<file path="config.mk">
export PLATFORM = sky130hd
export DESIGN_NAME = pc_seq
export DESIGN_NICKNAME = d
export VERILOG_FILES = /design/src/rtl/pc_seq.sv
export SDC_FILE = /design/constraint.sdc
export NUM_CORES = 1
export LEC_CHECK = 0
export ABC_AREA = 1
export BUFFER_PORTS_ARGS = -buffer_cell sky130_fd_sc_hd__buf_2
export CORE_MARGIN = 2
export CORE_UTILIZATION = 46
export CTS_BUF_LIST = sky130_fd_sc_hd__clkbuf_8
export DETAILED_ROUTE_END_ITERATION = 8
export GPL_TIMING_DRIVEN = 0
export PLACE_DENSITY = 0.86
export SYNTH_ARGS = -nofsm -noshare
export SYNTH_HDL_FRONTEND = slang
export SYNTH_SLANG_ARGS = --single-unit
</file>
<file path="constraint.sdc">
create_clock -name clk -period 1.72 [get_ports clk]
set_input_delay 0.258 -clock clk [delete_from_list [all_inputs] [get_ports clk]]
set_output_delay 0.258 -clock clk [all_outputs]
set_load 0.01 [all_outputs]
</file>
<file path="src/rtl/pc_seq.sv">
`default_nettype none
// ============================================================================
// Module      : pc_seq
// Description : Fetch/next-PC sequencer. Owns the architectural PC, issues
//               fetches, selects next PC, raises traps, counts retirement.
// Revision    : 1.0 - initial release
// ============================================================================
module pc_seq #(
    parameter logic [31:0] RESET_PC = 32'h8000_0000,
    parameter int          MAX_WAIT = 16
) (
    input  logic        clk,
    input  logic        rst,
    output logic        ifu_req,
    output logic [31:0] ifu_addr,
    input  logic        ifu_ack,
    input  logic [31:0] ifu_rdata,
    output logic [31:0] inst,
    output logic        inst_valid,
    output logic [31:0] pc,
    input  logic        exe_done,
    input  logic        jmp_en,
    input  logic [31:0] jmp_target,
    input  logic        trap_en,
    input  logic        mret_en,
    input  logic        halt,
    input  logic [31:0] mtvec,
    input  logic [31:0] mepc,
    output logic        trap_req,
    output logic [3:0]  trap_cause,
    output logic [31:0] trap_epc,
    output logic [31:0] instret,
    output logic        halted
);

    localparam int                 c_CNT_W     = $clog2(MAX_WAIT) + 1;
    localparam logic [c_CNT_W-1:0] c_WAIT_LAST = c_CNT_W'(MAX_WAIT - 1);
    localparam logic [3:0]         c_CAUSE_MISALIGN = 4'd0;
    localparam logic [3:0]         c_CAUSE_FETCH    = 4'd1;
    localparam logic [3:0]         c_CAUSE_ECALL    = 4'd11;

    typedef enum logic [1:0] {
        ST_FETCH = 2'd0,
        ST_EXEC  = 2'd1,
        ST_HALT  = 2'd2
    } state_t;

    state_t             r_state;
    logic [31:0]        r_pc;
    logic [31:0]        r_inst;
    logic [31:0]        r_instret;
    logic [c_CNT_W-1:0] r_wait_cnt;
    logic               r_trap_req;
    logic [3:0]         r_trap_cause;
    logic [31:0]        r_trap_epc;

    logic [31:0]        w_mtvec_base;
    logic [31:0]        w_mepc_base;
    logic               w_jmp_misaligned;

    // Handler and return addresses are forced word-aligned
    assign w_mtvec_base     = mtvec & ~32'h3;
    assign w_mepc_base      = mepc & ~32'h3;
    assign w_jmp_misaligned = (jmp_target[1:0] != 2'b00);

    always_ff @(posedge clk) begin
        if (rst) begin
            r_state      <= ST_FETCH;
            r_pc         <= RESET_PC;
            r_inst       <= 32'h0;
            r_instret    <= 32'h0;
            r_wait_cnt   <= '0;
            r_trap_req   <= 1'b0;
            r_trap_cause <= 4'h0;
            r_trap_epc   <= 32'h0;
        end else begin
            r_trap_req <= 1'b0;
            case (r_state)
                ST_FETCH: begin
                    if (ifu_ack) begin
                        r_inst     <= ifu_rdata;
                        r_wait_cnt <= '0;
                        r_state    <= ST_EXEC;
                    end else if (r_wait_cnt == c_WAIT_LAST) begin
                        // Access fault: restart fetching at the trap handler
                        r_trap_req   <= 1'b1;
                        r_trap_cause <= c_CAUSE_FETCH;
                        r_trap_epc   <= r_pc;
                        r_pc         <= w_mtvec_base;
                        r_wait_cnt   <= '0;
                    end else begin
                        r_wait_cnt <= r_wait_cnt + c_CNT_W'(1);
                    end
                end

                ST_EXEC: begin
                    if (exe_done) begin
                        if (halt) begin
                            r_state <= ST_HALT;
                        end else begin
                            r_state <= ST_FETCH;
                            if (trap_en) begin
                                r_trap_req   <= 1'b1;
                                r_trap_cause <= c_CAUSE_ECALL;
                                r_trap_epc   <= r_pc;
                                r_pc         <= w_mtvec_base;
                            end else if (mret_en) begin
                                r_pc      <= w_mepc_base;
                                r_instret <= r_instret + 32'd1;
                            end else if (jmp_en && w_jmp_misaligned) begin
                                r_trap_req   <= 1'b1;
                                r_trap_cause <= c_CAUSE_MISALIGN;
                                r_trap_epc   <= r_pc;
                                r_pc         <= w_mtvec_base;
                            end else if (jmp_en) begin
                                r_pc      <= jmp_target;
                                r_instret <= r_instret + 32'd1;
                            end else begin
                                r_pc      <= r_pc + 32'd4;
                                r_instret <= r_instret + 32'd1;
                            end
                        end
                    end
                end

                ST_HALT: begin
                    r_state <= ST_HALT;
                end

                default: begin
                    r_state <= ST_FETCH;
                end
            endcase
        end
    end

    assign ifu_req    = (r_state == ST_FETCH) && !rst;
    assign ifu_addr   = r_pc;
    assign pc         = r_pc;
    assign inst       = r_inst;
    assign inst_valid = (r_state == ST_EXEC);
    assign halted     = (r_state == ST_HALT);
    assign trap_req   = r_trap_req;
    assign trap_cause = r_trap_cause;
    assign trap_epc   = r_trap_epc;
    assign instret    = r_instret;

endmodule
`default_nettype wire
</file>
### Word level (Yosys, flattened, before mapping)

Index checks and enable logic that the tools add are counted.

| word-level totals | value |
|---|---|
| bits of input ports | 136 |
| word-level logic and storage cells | 76 |
| register bits | 140 |
| output and inout bits | 168 |

| operators by class | value |
|---|---|
| add/subtract/negate cells | 3 |
| equal/unequal tests | 11 |
| reduce and logical (&&, ||, !) cells | 11 |
| multiplexer cells | 41 |
| bitwise gates (word level) | 2 |

Operator list:

| kind | count |
|---|---|
| $mux 32 | 17 |
| $pmux 32 s2 | 2 |
| $add 32x1->32 const B | 1 |
| $add 32x3->32 const B | 1 |
| $mux 4 | 7 |
| $mux 5 | 2 |
| $ne 2x2->1 const B | 5 |
| $reduce_and 5->1 | 2 |
| $pmux 4 s2 | 1 |
| $mux 1 | 7 |
| $reduce_and 7->1 | 1 |
| $mux 2 | 3 |
| $pmux 2 s3 | 1 |
| $add 5x1->5 const B | 1 |
| $eq 5x4->1 const B | 1 |
| $reduce_and 2->1 | 2 |
| $reduce_bool 2->1 | 2 |
| $ne 3x1->1 const B | 1 |
| $ne 3x3->1 const B | 1 |
| $eq 2x1->1 const B | 1 |
| $eq 2x2->1 const B | 1 |
| $logic_and 1x1->1 | 2 |
| $logic_not 2->1 | 1 |
| $ne 2x1->1 const B | 1 |
| other kinds (3) | 4 |

### Logic depth before layout (Yosys ltp)

| depth | value |
|---|---|
| depth after elaboration | 8 |
| depth in mapped cells | 12 |
| gate-level depth less buffers | 11 |

### Worst setup path after synthesis

OpenSTA, ideal clock, no wires.

| timing path | value |
|---|---|
| path type | reg-to-reg |
| start point | reg r_wait_cnt[0] |
| end point | reg r_pc[28] (netlist: ifu_addr[28]) |
| data required time | 1601 ps |
| buffers on the path | 2 |
| cell stages (with the launch flop) | 13 |
| setup slack | 115 ps |
| data arrival time | 1485 ps |
| period minus slack after synthesis | 1605 ps |
| library setup time | 119 ps |
| path through | dfxtp_1 -> ha_1 -> nand2_1 -> nor2_1 -> nand2_1 -> nand2_1 -> nand2_1 -> nor2_4 -> buf_4 -> buf_6 -> nand2_1 -> a21oi_1 -> a21oi_1 |

| between the ends | value |
|---|---|
| word-level cells in the longest chain between the ends | 3 |

Ends and longest elaborated chain:

| what | RTL line | text |
|---|---|---|
| start: declaration | 52 | `logic [c_CNT_W-1:0] r_wait_cnt;` |
| start signal: assignment | 92 | `r_wait_cnt <= r_wait_cnt + c_CNT_W'(1);` |
| $eq 5x4->1 | 84 | `end else if (r_wait_cnt == c_WAIT_LAST) begin` |
| $ne 2x2->1 (no line) | n/a |  |
| $reduce_and 5->1 (no line) | n/a |  |
| end signal: assignment | 89 | `r_pc <= w_mtvec_base;` |
| end signal: assignment | 106 | `r_pc <= w_mtvec_base;` |
| end signal: assignment | 108 | `r_pc <= w_mepc_base;` |
| end: declaration | 49 | `logic [31:0] r_pc;` |

Every way passes these cells.
A chain may end at the register's enable or synchronous reset.

### Worst setup path in the final report

| timing path | value |
|---|---|
| start point | reg r_wait_cnt[0] |
| end point | reg r_pc[18] (netlist: ifu_addr[18]) |

Same word-level chain as after synthesis.

==> impl_metrics.tcl <==
set metrics [dict create \
    leakagePower_nw 4.813 \
    worst_slack_ns -0.1122 \
    die_h_um 133.3 \
    rsz0062_at_grt "yes" \
    grt_max_degree 17 \
    area_growth_pct 40.46 \
    antenna_found_initial 1 \
    cts_tree "done" \
    dp_hpwl_mm 23.18 \
    mostFrequentLayoutCells "nand2_1 (314), buf_2 (305), nor2_1 (197)" \
    period_needed_ns 1.832 \
    synthTopCellsByArea "dfxtp_1 (36%), nand2_1 (16%), nor2_1 (11%)" \
    synth_top_area_share_pct 35.95 \
    grtUsageMet2_pct 56.36 \
    crit_fanout 7 \
    wirelength_mm 31.89 \
    max_stage_delay_ns 0.37 \
    tightest_slew_ns 0.8126 \
    finish.instance_area_sq_mm 0.01079 \
    globalRouteOverflowTotal 0 \
    rows 47 \
    setup_viol 36 \
    cts.path.max_buffers 2 \
    cts_made_buffers 17 \
    worst-setup-path-type "flip-flop to flip-flop" \
    place_area_sq_mm 0.009447 \
    peakVddDrop_v 0.0005572 \
    hold_path.class "primary input to flip-flop" \
    use_met3_pct 7.078 \
    cp-end-kind "flip-flop" \
    drive_gt1_share_pct 34.97 \
    critical_path_required_ns 2.07 \
    grt_pass1_wl_mm 46.55 \
    clk_latency_ns 0.47 \
    max-slew-margin-rel_pct 45.83 \
    syn_inst 1209 \
    synth-seq-area-share_pct 35.95 \
    slew_violations 0 \
    drt-vias-per-instance 5.439 \
    root_buffer "clkbuf_8" \
    cp_num_buf_inv 2 \
    path_clk_slew_ns 0.09 \
    die_w_um 133.3 \
    num_vias 9746 \
    violations "setup timing" \
    timing.hold.ws_ns 0.01316 \
    io_pins 304 \
    p_per_area_mw_per_mm2 733.4 \
    wl_per_cell_um 17.79 \
    synth_largest_area_cell "dfxtp_1" \
    ant_nets 0 \
    yosysWarnings 0 \
    synth.distinct_cells 36 \
    drv_cap 0 \
    core_area_sq_mm 0.01647 \
    top_usage_layer "met2" \
    skew_ns 0.01313 \
    clock_sinks 138 \
    status "complete, but fails checks" \
    nets 1696 \
    critical_path.most_common_cell "nand2_2" \
    path_delay_family "simple AND/OR/NAND/NOR gates" \
    start_util_pct 46.67 \
    syn_area_sq_mm 0.007685 \
    path_cells "ha_4 > nand2_4 > nor2_4 > nand2_2 > nand2_2 > nand2_2 > nor2_4 > buf_8 > inv_2 > nor3_4 > a21oi_1" \
    rrSetupSlack_ns -0.11 \
    place_inst 1726 \
    syn_area_per_cell_sq_um 6.356 \
    gp_congestion 0.9760 \
    grt.met1_usage_pct 40.96 \
    dr.pass1.iters 6 \
    grt_pass1_vias 8821 \
    hold_violations 0 \
    final_common_cell "nand2_1" \
    first_iter_violations 1005 \
    drcViolationCount 0 \
    dieArea_sq_mm 0.01776 \
    start_kind "flip-flop" \
    arrival_ns 2.18 \
    h-tree-depth 4 \
    io_buffers 297 \
    crit_path_top_delay_cell "dfxtp_2" \
    synth_nets 1348 \
    grt_use_total_pct 33.69 \
    max_freq_mhz 545.8 \
    final_cells 1792 \
    period_share_pct 106.5 \
    finalPower_mw 7.916 \
    setup_tns_ns -1.400 \
    yosys_register_bits 138 \
]
==> final timing paths <==
| kind | from | end | cells past startpoint |
|---|---|---|---|
| max | r_wait_cnt[0]$_SDFFE_PP0P_ | ifu_addr[18]$_SDFFE_PP0P_ | 11 |
| min reg2reg | trap_epc[11]$_SDFFE_PP0P_ | trap_epc[11]$_SDFFE_PP0P_ | 2 |
| max reg2reg | r_wait_cnt[0]$_SDFFE_PP0P_ | ifu_addr[18]$_SDFFE_PP0P_ | 11 |
| min | ifu_rdata[9] | inst[9]$_SDFFE_PP0P_ | 3 |
==> repair_timing <==
| item | 4_1_cts | 5_1_grt |
|---|---|---|
| gates cloned | 3 | 4 |
| setup buffers | 9 | 7 |
| hold endpoints to repair | 11 | 0 |
| hold buffers | 11 | 0 |
| pin swaps | 12 | 25 |
| setup endpoints to repair | 109 | 123 |
| resized for setup | 68 | 146 |
==> Yosys cell counts <==
cell type and number:
nand2_1 326, nor2_1 227, dfxtp_1 138, a21oi_1 113, o21ai_0 102, inv_1 55, nand3_1 54, buf_4 42
clkbuf_1 26, nand3b_1 14, xor2_1 14, buf_2 12, nor3_1 12, o21ai_1 11, inv_2 7, nand4_1 7
nor2_4 6, xnor2_1 6, a22o_1 4, nand2_2 4, buf_1 3, ha_1 3, nor2_2 3, a2111oi_0 2
a22oi_1 2, buf_6 2, nand3_2 2, nor3b_1 2, o21a_1 2, o21bai_1 2, a21oi_2 1, a31oi_1 1
conb_1 1, nor4_1 1, o221ai_1 1, o22ai_1 1
==> cells by family (layout without fill, tap and decap cells) <==
logic type      Yosys count  after routing  share of synthesized area, %
simple gates            658            658                         35.23
other cells               1              3                       0.04880
buf+inv                 147            508                         9.622
fa+ha+maj                 3              3                        0.4885
xor+xnor                 20             20                         2.279
flops                   138            138                         35.95
compound gates          242            242                         16.38
==> power by group <==
| part | switching [mW] | leakage (nW) | internal [mW] |
|---|---|---|---|
| Clock | 1.54 | 0.197 | 1.10 |
| Sequential | 0.230 | 1.14 | 3.39 |
| Combinational | 0.947 | 3.48 | 0.712 |
| Total | 2.71 | 4.81 | 5.20 |
==> layer usage <==
metal,wire [um],vias to the layer above
met5,0,-
met4,1615,0
met3,2731,114
met2,15140,564
met1,12400,4486
li1,-,4582
==> sequential cells by signal, summed over array words and instances (netlist names) <==
signal and flops:
ifu_addr 32, inst 32, instret 32, r_state 2
r_wait_cnt 5, trap_cause 2, trap_epc 32, trap_req 1
==> stage by stage <==
stage	util [%]	setup WS, ns
6_report	65.55	-0.1122
5_1_grt	65.54	-0.1660
4_1_cts	62.45	-0.03125
3_5_place_dp	57.37	-0.3857
3_3_place_gp	57.37	-0.3305
2_1_floorplan	-	0.1154
==> layout make-up <==
cell class / instances / area (sq um)
clock buffer: 18 / 247.7
inverter: 62 / 245.2
fill: 1499 / 5672
clock inverter: 14 / 125.1
tap: 220 / 275.3
sequential: 138 / 2795
timing repair inverter: 1 / 5.005
multi-input combinational: 924 / 4642
timing repair buffer: 328 / 1854
buffer: 85 / 599.3
antenna: 2 / 5.005
==> tightest hold or removal path, cell delays in order <==
cell and delay [ns]:
buf_2 0.08, nor2_1 0.03, nor2_1 0.08
(Power assumes the default switching activity.)
